## config.mk

```make
export PLATFORM = sky130hd
export DESIGN_NAME = tdc_pulse_gen
export DESIGN_NICKNAME = d
export VERILOG_FILES = /design/src/rtl/tdc_pkg.sv /design/src/rtl/tdc_dly_counter.sv /design/src/rtl/tdc_pulse_gen.sv
export SDC_FILE = /design/constraint.sdc
export NUM_CORES = 1
export LEC_CHECK = 0
export CAP_MARGIN = 20
export CORE_ASPECT_RATIO = 0.5
export CORE_UTILIZATION = 45
export CTS_CLUSTER_SIZE = 14
export DETAILED_ROUTE_END_ITERATION = 8
export MAX_ROUTING_LAYER = met4
export PLACE_DENSITY = 0.68
export SYNTH_ARGS = -nofsm -noshare
export SYNTH_HDL_FRONTEND = slang
export SYNTH_SLANG_ARGS = --single-unit
```

## constraint.sdc

```tcl
create_clock -name clk -period 4.1 [get_ports clk]
set_input_delay 0.82 -clock clk [delete_from_list [all_inputs] [get_ports clk]]
set_output_delay 0.82 -clock clk [all_outputs]
set_load 0.01 [all_outputs]
```

## src/rtl/tdc_pkg.sv

```systemverilog
// Shared definitions for the TDC block: default field widths (shared with the
// TDC core so the measured-interval width matches the generated interval) and
// the pulse-pair generator state encoding.
package tdc_pkg;

  localparam int unsigned TDC_DLY_W = 8;
  localparam int unsigned TDC_CNT_W = 4;

  typedef enum logic [2:0] {
    ST_IDLE,
    ST_START,
    ST_DELAY,
    ST_STOP,
    ST_GAP,
    ST_DONE
  } tdc_gen_state_t;

endpackage

```

## src/rtl/tdc_dly_counter.sv

```systemverilog
// Loadable down-counter with terminal-count flag. Used by the pulse-pair
// generator to time both the start-to-stop delay and the inter-pair gap.
// Ports:
//   clk_i      - clock
//   rst_i      - asynchronous active-high reset (count cleared)
//   load_i     - load load_val_i on the next edge (priority over en_i)
//   load_val_i - value to load
//   en_i       - decrement on the next edge; holds at zero
//   tc_o       - count is zero
module tdc_dly_counter #(
  parameter int unsigned W = 8
) (
  input  logic         clk_i,
  input  logic         rst_i,
  input  logic         load_i,
  input  logic [W-1:0] load_val_i,
  input  logic         en_i,
  output logic         tc_o
);

  logic [W-1:0] cnt_q, cnt_d;

  always_comb begin
    cnt_d = cnt_q;
    if (load_i) begin
      cnt_d = load_val_i;
    end else if (en_i && (cnt_q != '0)) begin
      cnt_d = cnt_q - W'(1);
    end
  end

  always_ff @(posedge clk_i or posedge rst_i) begin
    if (rst_i) begin
      cnt_q <= '0;
    end else begin
      cnt_q <= cnt_d;
    end
  end

  assign tc_o = (cnt_q == '0);

endmodule

```

## src/rtl/tdc_pulse_gen.sv

```systemverilog
// Programmable start/stop pulse-pair generator feeding the TDC start/stop
// inputs for self-test and calibration. After a configuration handshake it
// emits R+1 pairs: start_o, then stop_o D cycles later, then G idle cycles
// before the next start_o. All outputs are decoded from registered state.
// Ports:
//   clk, rst            - clock, asynchronous active-high reset
//   cfg_valid/cfg_ready - configuration handshake (ready only when idle)
//   cfg_delay           - start-to-stop interval D (cycles)
//   cfg_gap             - idle cycles G between a stop and the next start
//   cfg_repeat          - R; R+1 pairs are generated
//   abort               - synchronous cancel of a running sequence
//   start_o, stop_o     - one-cycle start/stop pulses
//   busy                - generator not idle
//   done                - one-cycle pulse after the last stop (not on abort)
//   seq_idx             - index of the pair in progress
module tdc_pulse_gen
  import tdc_pkg::*;
#(
  parameter int unsigned DLY_W = TDC_DLY_W,
  parameter int unsigned CNT_W = TDC_CNT_W
) (
  input  logic             clk,
  input  logic             rst,
  input  logic             cfg_valid,
  output logic             cfg_ready,
  input  logic [DLY_W-1:0] cfg_delay,
  input  logic [DLY_W-1:0] cfg_gap,
  input  logic [CNT_W-1:0] cfg_repeat,
  input  logic             abort,
  output logic             start_o,
  output logic             stop_o,
  output logic             busy,
  output logic             done,
  output logic [CNT_W-1:0] seq_idx
);

  tdc_gen_state_t   state_q, state_d;
  logic [CNT_W-1:0] idx_q, idx_d;
  logic [DLY_W-1:0] dly_q, dly_d;
  logic [DLY_W-1:0] gap_q, gap_d;
  logic [CNT_W-1:0] rep_q, rep_d;

  logic             cnt_load;
  logic [DLY_W-1:0] cnt_val;
  logic             cnt_en;
  logic             cnt_tc;
  logic             pair_end;

  tdc_dly_counter #(
    .W (DLY_W)
  ) u_dly_counter (
    .clk_i      (clk),
    .rst_i      (rst),
    .load_i     (cnt_load),
    .load_val_i (cnt_val),
    .en_i       (cnt_en),
    .tc_o       (cnt_tc)
  );

  always_ff @(posedge clk or posedge rst) begin
    if (rst) begin
      state_q <= ST_IDLE;
      idx_q   <= '0;
      dly_q   <= '0;
      gap_q   <= '0;
      rep_q   <= '0;
    end else begin
      state_q <= state_d;
      idx_q   <= idx_d;
      dly_q   <= dly_d;
      gap_q   <= gap_d;
      rep_q   <= rep_d;
    end
  end

  always_comb begin
    state_d  = state_q;
    idx_d    = idx_q;
    dly_d    = dly_q;
    gap_d    = gap_q;
    rep_d    = rep_q;
    cnt_load = 1'b0;
    cnt_val  = '0;
    cnt_en   = 1'b0;
    pair_end = 1'b0;

    case (state_q)
      ST_IDLE: begin
        if (cfg_valid && !abort) begin
          state_d = ST_START;
          dly_d   = cfg_delay;
          gap_d   = cfg_gap;
          rep_d   = cfg_repeat;
          idx_d   = '0;
        end
      end
      ST_START: begin
        // D==0 emits stop in the START cycle, so START also ends the pair.
        if (dly_q == '0) begin
          pair_end = 1'b1;
        end else if (dly_q == DLY_W'(1)) begin
          state_d = ST_STOP;
        end else begin
          // DELAY lasts D-1 cycles: it exits when the counter reads zero.
          state_d  = ST_DELAY;
          cnt_load = 1'b1;
          cnt_val  = dly_q - DLY_W'(2);
        end
      end
      ST_DELAY: begin
        cnt_en = 1'b1;
        if (cnt_tc) begin
          state_d = ST_STOP;
        end
      end
      ST_STOP: begin
        pair_end = 1'b1;
      end
      ST_GAP: begin
        cnt_en = 1'b1;
        if (cnt_tc) begin
          state_d = ST_START;
        end
      end
      ST_DONE: begin
        state_d = ST_IDLE;
        idx_d   = '0;
      end
      default: begin
        state_d = ST_IDLE;
        idx_d   = '0;
      end
    endcase

    if (pair_end) begin
      if (idx_q == rep_q) begin
        state_d = ST_DONE;
      end else begin
        idx_d = idx_q + CNT_W'(1);
        if (gap_q != '0) begin
          state_d  = ST_GAP;
          cnt_load = 1'b1;
          cnt_val  = gap_q - DLY_W'(1);
        end else begin
          state_d = ST_START;
        end
      end
    end

    if (abort && (state_q != ST_IDLE)) begin
      state_d  = ST_IDLE;
      idx_d    = '0;
      cnt_load = 1'b0;
    end
  end

  always_comb begin
    cfg_ready = (state_q == ST_IDLE);
    busy      = (state_q != ST_IDLE);
    start_o   = (state_q == ST_START);
    stop_o    = (state_q == ST_STOP) || ((state_q == ST_START) && (dly_q == '0));
    done      = (state_q == ST_DONE);
    seq_idx   = idx_q;
  end

endmodule

```

==> results of run 1 <==
-- stage by stage --
| step | util (%) | total power (uW) | hold WS [ns] | setup slack, ns |
|---|---|---|---|---|
| floorplan | - | 1370 | 0.474 | 2.09 |
| global placement | 56.2 | 1590 | 0.514 | 1.37 |
| detailed placement | 56.2 | 1620 | 0.521 | 1.34 |
| CTS | 58.5 | 1930 | 0.538 | 1.21 |
| global route | 58.5 | 2080 | 0.560 | 1.09 |
| finish | 58.5 | 1930 | 0.531 | 1.22 |
-- cell type report --
cell class                 count  area (um2)  area share (%)
clock buffer                   5        68.8            2.61
clock inverter                 2        37.5            1.42
inverter                      11        41.3            1.56
multi-input combinational    158        1210            45.7
sequential                    35         876            33.2
tap                           66        82.6            3.13
timing repair buffer          33         328            12.4
-- power groups by stage --
| stage | sequential [uW] | clock (uW) | combinational, uW |
|---|---|---|---|
| after floorplan | 656 | 0 | 714 |
| after global placement | 728 | 0 | 865 |
| after detailed placement | 736 | 0 | 880 |
| after CTS | 731 | 309 | 888 |
| after global routing | 766 | 326 | 993 |
| final | 736 | 304 | 885 |
-- cells by family (layout without fill, tap and decap cells) --
family	count (synthesis)	count (layout)	synth area share, %
flip-flops	35	35	40.3
AO/OA/AOI/OAI	33	33	12.0
multiplexers	22	22	11.3
XOR/XNOR	19	19	7.67
AND/OR/NAND/NOR	77	77	20.6
buffers and inverters	18	51	4.09
adder cells (fa/ha/maj)	7	7	3.92
-- synth_stat cells (3+ instances only) --
| master | n |
|---|---|
| nand3_1 | 7 |
| nand2b_1 | 3 |
| nor3b_1 | 7 |
| mux2_2 | 20 |
| xor2_1 | 7 |
| xnor2_1 | 12 |
| nand2_1 | 17 |
| o21ai_0 | 6 |
| inv_1 | 11 |
| nor2_1 | 13 |
| dfrtp_1 | 35 |
| nor3_1 | 6 |
| nor4_1 | 3 |
| o221ai_1 | 3 |
| ha_1 | 6 |
-- state kept, by name (all words and copies together) (netlist names) --
name                 flops
dly_q                    8
state_q                  3
u_dly_counter.cnt_q      8
gap_q                    8
rep_q                    4
seq_idx                  4
-- metal layers --
metal  vias to the layer above  part of all wire, %  routed length, um  global-route usage, %
li1                        830                    -                  -                      -
met1                       810                   53               2510                   31.9
met2                        48                   42               1980                   30.9
met3                         4                  5.5                261                   4.65
met4                         0                 0.21                 10                   3.86
met5                         -                    0                  0                      -
-- placed cells by master, fill, tap and decap left out, drive strengths merged, types with 2 or more instances in the layout --
cell           count
nor2b              2
nand3              7
clkdlybuf4s50     32
mux2              20
and2               2
mux2i              2
o32ai              2
xnor2             12
a211oi             2
a211o              2
o211ai             2
nand2             17
a32o               2
clkbuf             5
or3                2
nand4              2
inv               11
nor2              13
o311ai             2
nand2b             3
and3               2
nor3               7
o221ai             3
o31ai              2
dfrtp             35
xor2               7
ha                 6
o21ai              6
or2                2
nor3b              7
a21o               2
nor4               5
a21oi              2
-- final timing paths --
path,start,to,slack [ns],cells after the start
setup / recovery,dly_q[7],stop_o,1.22,3
hold / removal,rep_q[1],rep_q[1],0.53,1
setup reg to reg,gap_q[2],u_dly_counter.cnt_q[5],1.80,5
hold reg to reg,rep_q[1],rep_q[1],0.53,1
max in group asynchronous,rst,state_q[1],2.46,3
min in group asynchronous,rst,gap_q[2],0.92,2
==> qor.yml, run 1 <==
run_status:
  outcome: "complete, no violations"
final_layout:
  drive_gt1_share_pct: 16.4
  design_area_um2: 2640
  syn_to_final_growth_pct: 21.6
  final_nets: 274
  fill_cells: 403
  antenna_cells: 0
  fin_cells: 310
yosys:
  synth_warnings: 0
  avgSynthCellArea_um2: 10.3
  syn-num-nets: 241
  syn-instance-count: 211
  ys_types: 57
  synth_ff_type: "dfrtp_1"
  yosysSeqAreaShare_pct: 40.3
  async_flop_share_pct: 100
  ys_ff_latch: 35
  synth.area.top_cells: "dfrtp_1 (40%), mux2_2 (10%), xnor2_1 (4.8%)"
  synth_edf_count: 0
  synth_top_area_share_pct: 40.3
  synthesis.area_um2: 2170
  yosysTopAreaCell: "dfrtp_1"
die:
  rows: 17
  start_util_pct: 48.1
  io_pins: 33
  die_area_um2: 5120
  die_w_um: 100
  die_h_um: 51.1
  core_area_um2: 4510
drt:
  detail-route-antenna-nets: 0
  vias: 1692
  drtIter0Drc: 48
  wl_um: 4760
  routed_via_density: 5.46
  wl_per_cell_um: 15.4
  dr.pass1.iters: 4
  drc: 0
global_routing:
  grt_overflow: 0
  grt_start_max_net_pins: 22
  antenna_found_initial: 0
  grt_pass1_vias: 1707
  grt_pass1_wl_um: 8230
  grt_usage_pct: 21.7
pwr:
  vdd_drop_max_v: 0.000314
  intPower_uw: 1150
  power_density_nw_per_um2: 729
  p_switching_uw: 780
  leakage_uw: 0.00107
  clkPwrFrac_pct: 15.8
  pwr-share-comb_pct: 46.0
  p_sw_share_pct: 40.5
  pwr-share-seq_pct: 38.2
sta:
  fin_crit_ns: 2.88
  tightest_slew_ns: 0.837
  fin_crit_sh_pct: 70.2
  fin_setup_tns_ns: 0
  rsz0062_at_grt: "no"
  finalHoldViolCount: 0
  fmax_mhz: 348
  max_slew_margin_pct: 44.1
  final-setup-viol-count: 0
  drv_slew: 0
  finalClockSkew_ns: 0.00468
setup_path:
  crit_buf_inv: 1
  startpoint_type: "register"
  arrival_ns: 2.06
  worstPathMaxFanout: 9
  slowest_delay_ns: 0.57
  cp-end-kind: "output pin"
  worstSetupPathType: "register to output pin"
  required_ns: 3.28
  crit_path_cell_trace: "nor4_4, a32o_2, clkdlybuf4s50_1"
  cp_top_family: "buffers and inverters"
  critical-path-slowest-cell: "clkdlybuf4s50_1"
clock_tree:
  tritoncts: "done"
  cts_hold_buf: 0
  ctsHtreeMaxLevel: 2
  postCtsSetupRepairBufs: 0
  cts_root_buffer: "clkbuf_8"
  clk_pin_slew_ns: 0.07
  cts_inserted_buffers: 5
  clkLatencyLatePin_ns: 0.29
  cts.sinks: 35
  cts_resized: 0
  clockBufferDepth: 2
min_path:
  hold_path_class: "register to register"
placed_design:
  dp.cells: 303
  place.gp.congestion: 0.846
  port_buffers: 32
  dpl_cell_area_um2: 2530
  hpwl_um: 3630
job:
  drv_cap: 0
Note: power is estimated with default switching activity, not from simulation.
==> run 2, diff against run 1 <==
==> constraint.sdc (replaced) <==
create_clock -name clk -period 2.7 [get_ports clk]
set_input_delay 0.54 -clock clk [delete_from_list [all_inputs] [get_ports clk]]
set_output_delay 0.54 -clock clk [all_outputs]
set_load 0.01 [all_outputs]
==> qor.yml, run 2 (synthesized netlist as in run 1, its figures left out) <==
setup_path:
  cp-end-kind: "output pin"
  critical-path-slowest-cell: "clkdlybuf4s50_1"
  startpoint_type: "register"
  arrival_ns: 2.02
  worstSetupPathType: "register to output pin"
  required_ns: 2.16
  cp_top_family: "buffers and inverters"
  r2r_cells: 8
  crit_buf_inv: 1
  worstPathMaxFanout: 9
  crit_path_cell_trace: "nor4_4, a32o_2, clkdlybuf4s50_1"
  crit_cells: 3
  slowest_delay_ns: 0.57
global_routing:
  grt_pass1_vias: 1607
  grt_start_max_net_pins: 36
  grt_overflow: 0
  antenna_found_initial: 0
  grt_usage_pct: 22.0
  grt_pass1_wl_um: 8210
clock_tree:
  clockBufferDepth: 2
  cts_resized: 0
  ctsHtreeMaxLevel: 2
  cts_root_buffer: "clkbuf_8"
  cts_hold_buf: 0
  tritoncts: "done"
  cts_inserted_buffers: 5
  clkLatencyLatePin_ns: 0.29
  postCtsSetupRepairBufs: 0
  clk_pin_slew_ns: 0.08
  cts.sinks: 35
placed_design:
  place.gp.congestion: 0.831
  dp.cells: 307
  port_buffers: 32
  dpl_cell_area_um2: 2560
  hpwl_um: 3620
die:
  die_area_um2: 5120
  rows: 17
  core_area_um2: 4510
  die_w_um: 100
  io_pins: 33
  die_h_um: 51.1
  start_util_pct: 48.1
sta:
  drv_slew: 0
  hold_slack_ns: 0.534
  finalHoldViolCount: 0
  max_slew_margin_pct: 61.0
  rsz0062_at_grt: "no"
  fmax_mhz: 391
  fin_crit_sh_pct: 94.7
  fin_setup_tns_ns: 0
  tightest_slew_ns: 0.580
  fin_crit_ns: 2.56
  final-setup-viol-count: 0
  finalClockSkew_ns: 0.00945
final_layout:
  final_nets: 278
  final_common_cell: "dfrtp_1"
  syn_to_final_growth_pct: 22.7
  fin_cells: 315
  antenna_cells: 0
  drive_gt1_share_pct: 18.1
  reg.largest.list: "dly_q: 8 flops, gap_q: 8 flops, u_dly_counter.cnt_q: 8 flops"
  mostFrequentLayoutCells: "dfrtp_1 (35), clkdlybuf4s50_1 (32), mux2_2 (20)"
  design_area_um2: 2660
drt:
  drtIter0Drc: 83
  vias: 1715
  wl_um: 4690
  dr.pass1.iters: 4
  routed_via_density: 5.44
  wl_per_cell_um: 14.9
  detail-route-antenna-nets: 0
  drc: 0
min_path:
  hold_depth: 1
  hold_path_class: "register to register"
pwr:
  intPower_uw: 1700
  pwr-share-seq_pct: 37.8
  power_density_nw_per_um2: 1090
  p_sw_share_pct: 41.2
  clkPwrFrac_pct: 14.2
  leakage_uw: 0.00109
  pwr-share-comb_pct: 48.0
  p_switching_uw: 1200
  vdd_drop_max_v: 0.000419
run_status:
  outcome: "complete, no violations"
job:
  drv_cap: 0
run 2: worst register-to-register path, delay by kind of cell (launching register included):
| family | cells | cell delay (ns) |
|---|---|---|
| AOI/OAI and AO/OA | 2 | 0.53 |
| adders and majority gates | 1 | 0.21 |
| DFF | 1 | 0.42 |
| buffers and inverters | 2 | 0.23 |
| and+or+nand+nor | 3 | 0.70 |
run 2: final cells by class:
| class | count | area (um2) |
|---|---|---|
| timing repair buffer | 37 | 358 |
| sequential | 35 | 876 |
| clock inverter | 2 | 16.3 |
| clock buffer | 6 | 82.6 |
| inverter | 11 | 41.3 |
| fill | 413 | 1850 |
| tap | 66 | 82.6 |
| multi-input combinational | 158 | 1210 |
run 2: layer usage:
| layer | GRT usage [%] | share of wire [%] | vias up |
|---|---|---|---|
| li1 | - | - | 842 |
| met1 | 33.4 | 55 | 829 |
| met2 | 29.7 | 41 | 44 |
| met3 | 4.10 | 4.3 | 0 |
| met4 | 5.31 | 0 | 0 |
| met5 | - | 0 | - |
run 2: path summary, 6_finish.rpt:
path / endpoint / slack (ns) / from
setup / recovery: stop_o / 0.14 / dly_q[4]
hold / removal: rep_q[2] / 0.53 / rep_q[2]
setup reg to reg: u_dly_counter.cnt_q[5] / 0.47 / u_dly_counter.cnt_q[0]
hold reg to reg: rep_q[2] / 0.53 / rep_q[2]
max in group asynchronous: u_dly_counter.cnt_q[5] / 1.72 / rst
min in group asynchronous: gap_q[2] / 0.65 / rst
run 2: stage by stage:
step	utilization, %	setup slack, ns	power, uW
after floorplan	-	0.695	2080
after global placement	56.9	0.455	2470
after detailed placement	56.9	0.429	2490
after CTS	59.0	0.134	2910
after global routing	59.0	0.0525	3140
final	59.0	0.143	2900
run 2: power groups by stage:
stage          sequential [uW]  clock, uW  combinational (uW)
2_1_floorplan              996          0                1080
3_3_place_gp              1090          0                1370
3_5_place_dp              1100          0                1390
4_1_cts                   1090        419                1390
5_1_grt                   1140        439                1560
6_report                  1090        412                1390
==> run 3, diff against run 2 <==
==> constraint.sdc (replaced) <==
create_clock -name clk -period 2.5 [get_ports clk]
set_input_delay 0.5 -clock clk [delete_from_list [all_inputs] [get_ports clk]]
set_output_delay 0.5 -clock clk [all_outputs]
set_load 0.01 [all_outputs]
==> qor.yml, run 3 (synthesized netlist as in run 1, its figures left out) <==
run_status:
  outcome: "complete, no violations"
min_path:
  hold_depth: 1
  hold_path_end: "rep_q[1]"
  hold_path_class: "register to register"
  hold_start: "rep_q[1]"
die:
  io_pins: 33
  die_area_um2: 5120
  core_area_um2: 4510
  start_util_pct: 48.1
  rows: 17
  die_w_um: 100
  die_h_um: 51.1
sta:
  max_slew_margin_pct: 55.0
  fin_setup_tns_ns: 0
  final-setup-viol-count: 0
  setup_ws_ns: 0.0865
  drv_slew: 0
  finalClockSkew_ns: 0.00681
  fin_crit_sh_pct: 96.5
  finalHoldViolCount: 0
  fin_crit_ns: 2.41
  fmax_mhz: 414
  rsz0062_at_grt: "no"
  tightest_slew_ns: 0.670
placed_design:
  place.gp.congestion: 0.819
  port_buffers: 32
  hpwl_um: 3620
  pre_cts_ws_ns: 0.217
drt:
  drc: 0
  detail-route-antenna-nets: 0
  wl_per_cell_um: 15.3
  routed_via_density: 5.48
  drtIter0Drc: 136
  vias: 1736
  dr.pass1.iters: 4
  wl_um: 4850
clock_tree:
  clk_pin_slew_ns: 0.07
  ctsHtreeMaxLevel: 2
  cts.sinks: 35
  cts_root_buffer: "clkbuf_8"
  clockBufferDepth: 2
  cts_inserted_buffers: 5
  tritoncts: "done"
  clkLatencyLatePin_ns: 0.29
setup_path:
  startpoint_type: "register"
  cp-end-kind: "output pin"
  critical-path-slowest-cell: "clkdlybuf4s50_1"
  required_ns: 2.00
  worstPathMaxFanout: 4
  slowest_delay_ns: 0.54
  crit_buf_inv: 1
  reg2reg_slack_ns: 0.31
  crit_cells: 3
  r2r_start: "u_dly_counter.cnt_q[0]"
  r2r_cells: 8
  r2r-end: "u_dly_counter.cnt_q[5]"
  arrival_ns: 1.91
  worstSetupPathType: "register to output pin"
  crit_path_cell_trace: "nor4_4, a32o_2, clkdlybuf4s50_1"
  cp_top_family: "buffers and inverters"
global_routing:
  grt_overflow: 0
  grt_pass1_vias: 1707
  grt_pass1_wl_um: 8340
  grt_usage_pct: 22.5
  antenna_found_initial: 0
  grt_start_max_net_pins: 36
final_layout:
  final_nets: 280
  reg.largest.list: "dly_q: 8 flops, gap_q: 8 flops, u_dly_counter.cnt_q: 8 flops"
  drive_gt1_share_pct: 18.7
  fill_cells: 389
  final_common_cell: "dfrtp_1"
  antenna_cells: 0
  syn_to_final_growth_pct: 22.8
  mostFrequentLayoutCells: "dfrtp_1 (34), clkdlybuf4s50_1 (32), mux2_2 (20)"
pwr:
  p_total_uw: 3120
  vdd_drop_max_v: 0.000512
  power_density_nw_per_um2: 1170
  leakage_uw: 0.00109
job:
  drv_cap: 0
run 3: cell types whose count changed in the layout (fill, tap and decap cells not counted), sizes merged:
cell	change
buf	+2
run 3: layer usage:
metal / track usage, % / vias up / routed length [um]
met5: - / - / 0
li1: - / 839 / -
met3: 4.92 / 8 / 158
met4: 7.25 / 0 / 58
met2: 30.8 / 40 / 2040
met1: 32.8 / 849 / 2590
run 3: cell type report:
cell class / count / area [um2] / area share, %
flip-flops and latches: 35 / 877 / 32.9
multi-input cells: 158 / 1210 / 45.3
well taps: 66 / 82.6 / 3.10
inverters: 11 / 41.3 / 1.55
clock buffers: 6 / 72.6 / 2.72
repair buffers: 39 / 373 / 14.0
clock inverters: 2 / 12.5 / 0.469
run 3: worst register-to-register path: stages, from the launching register on:
cell and delay, ns:
dfrtp_1 0.40, inv_1 0.08, ha_1 0.20, nor3b_1 0.13, buf_4 0.15, a211oi_4 0.42
nand3_1 0.12, o211ai_1 0.11, or4b_1 0.45
run 3: worst max path at each step:
| stage | to | startpoint | slack (ns) |
|---|---|---|---|
| 2_1_floorplan | u_dly_counter.cnt_q[5] | u_dly_counter.cnt_q[0] | 0.49 |
| 3_3_place_gp | u_dly_counter.cnt_q[5] | abort | 0.27 |
| 3_5_place_dp | u_dly_counter.cnt_q[5] | abort | 0.22 |
| 4_1_cts | stop_o | dly_q[4] | 0.06 |
| 5_1_grt | stop_o | dly_q[4] | 0.008 |
| 6_report | stop_o | dly_q[7] | 0.09 |
run 3: metrics by stage:
step | instance area (um2) | util [%] | hold slack (ns) | cells
final | 2670 | 59.1 | 0.531 | 317
after global routing | 2670 | 59.1 | 0.553 | 317
after CTS | 2660 | 59.1 | 0.536 | 317
after detailed placement | 2570 | 57.0 | 0.519 | 308
after global placement | 2570 | 57.0 | 0.513 | 308
after floorplan | 2170 | - | 0.474 | 211
run 3: what timing repair did:
action                     CTS  global route
pin swaps                    1             0
setup endpoints to repair    1             1
gates resized for setup      0             1
hold buffers                 0             0
hold endpoints to repair     0             0
setup buffers                1             0
run 3: power breakdown:
part / internal (uW) / total [uW] / switching [uW]
clock network: 195 / 405 / 210
logic: 797 / 1520 / 719
registers: 830 / 1200 / 367
total: 1820 / 3120 / 1300
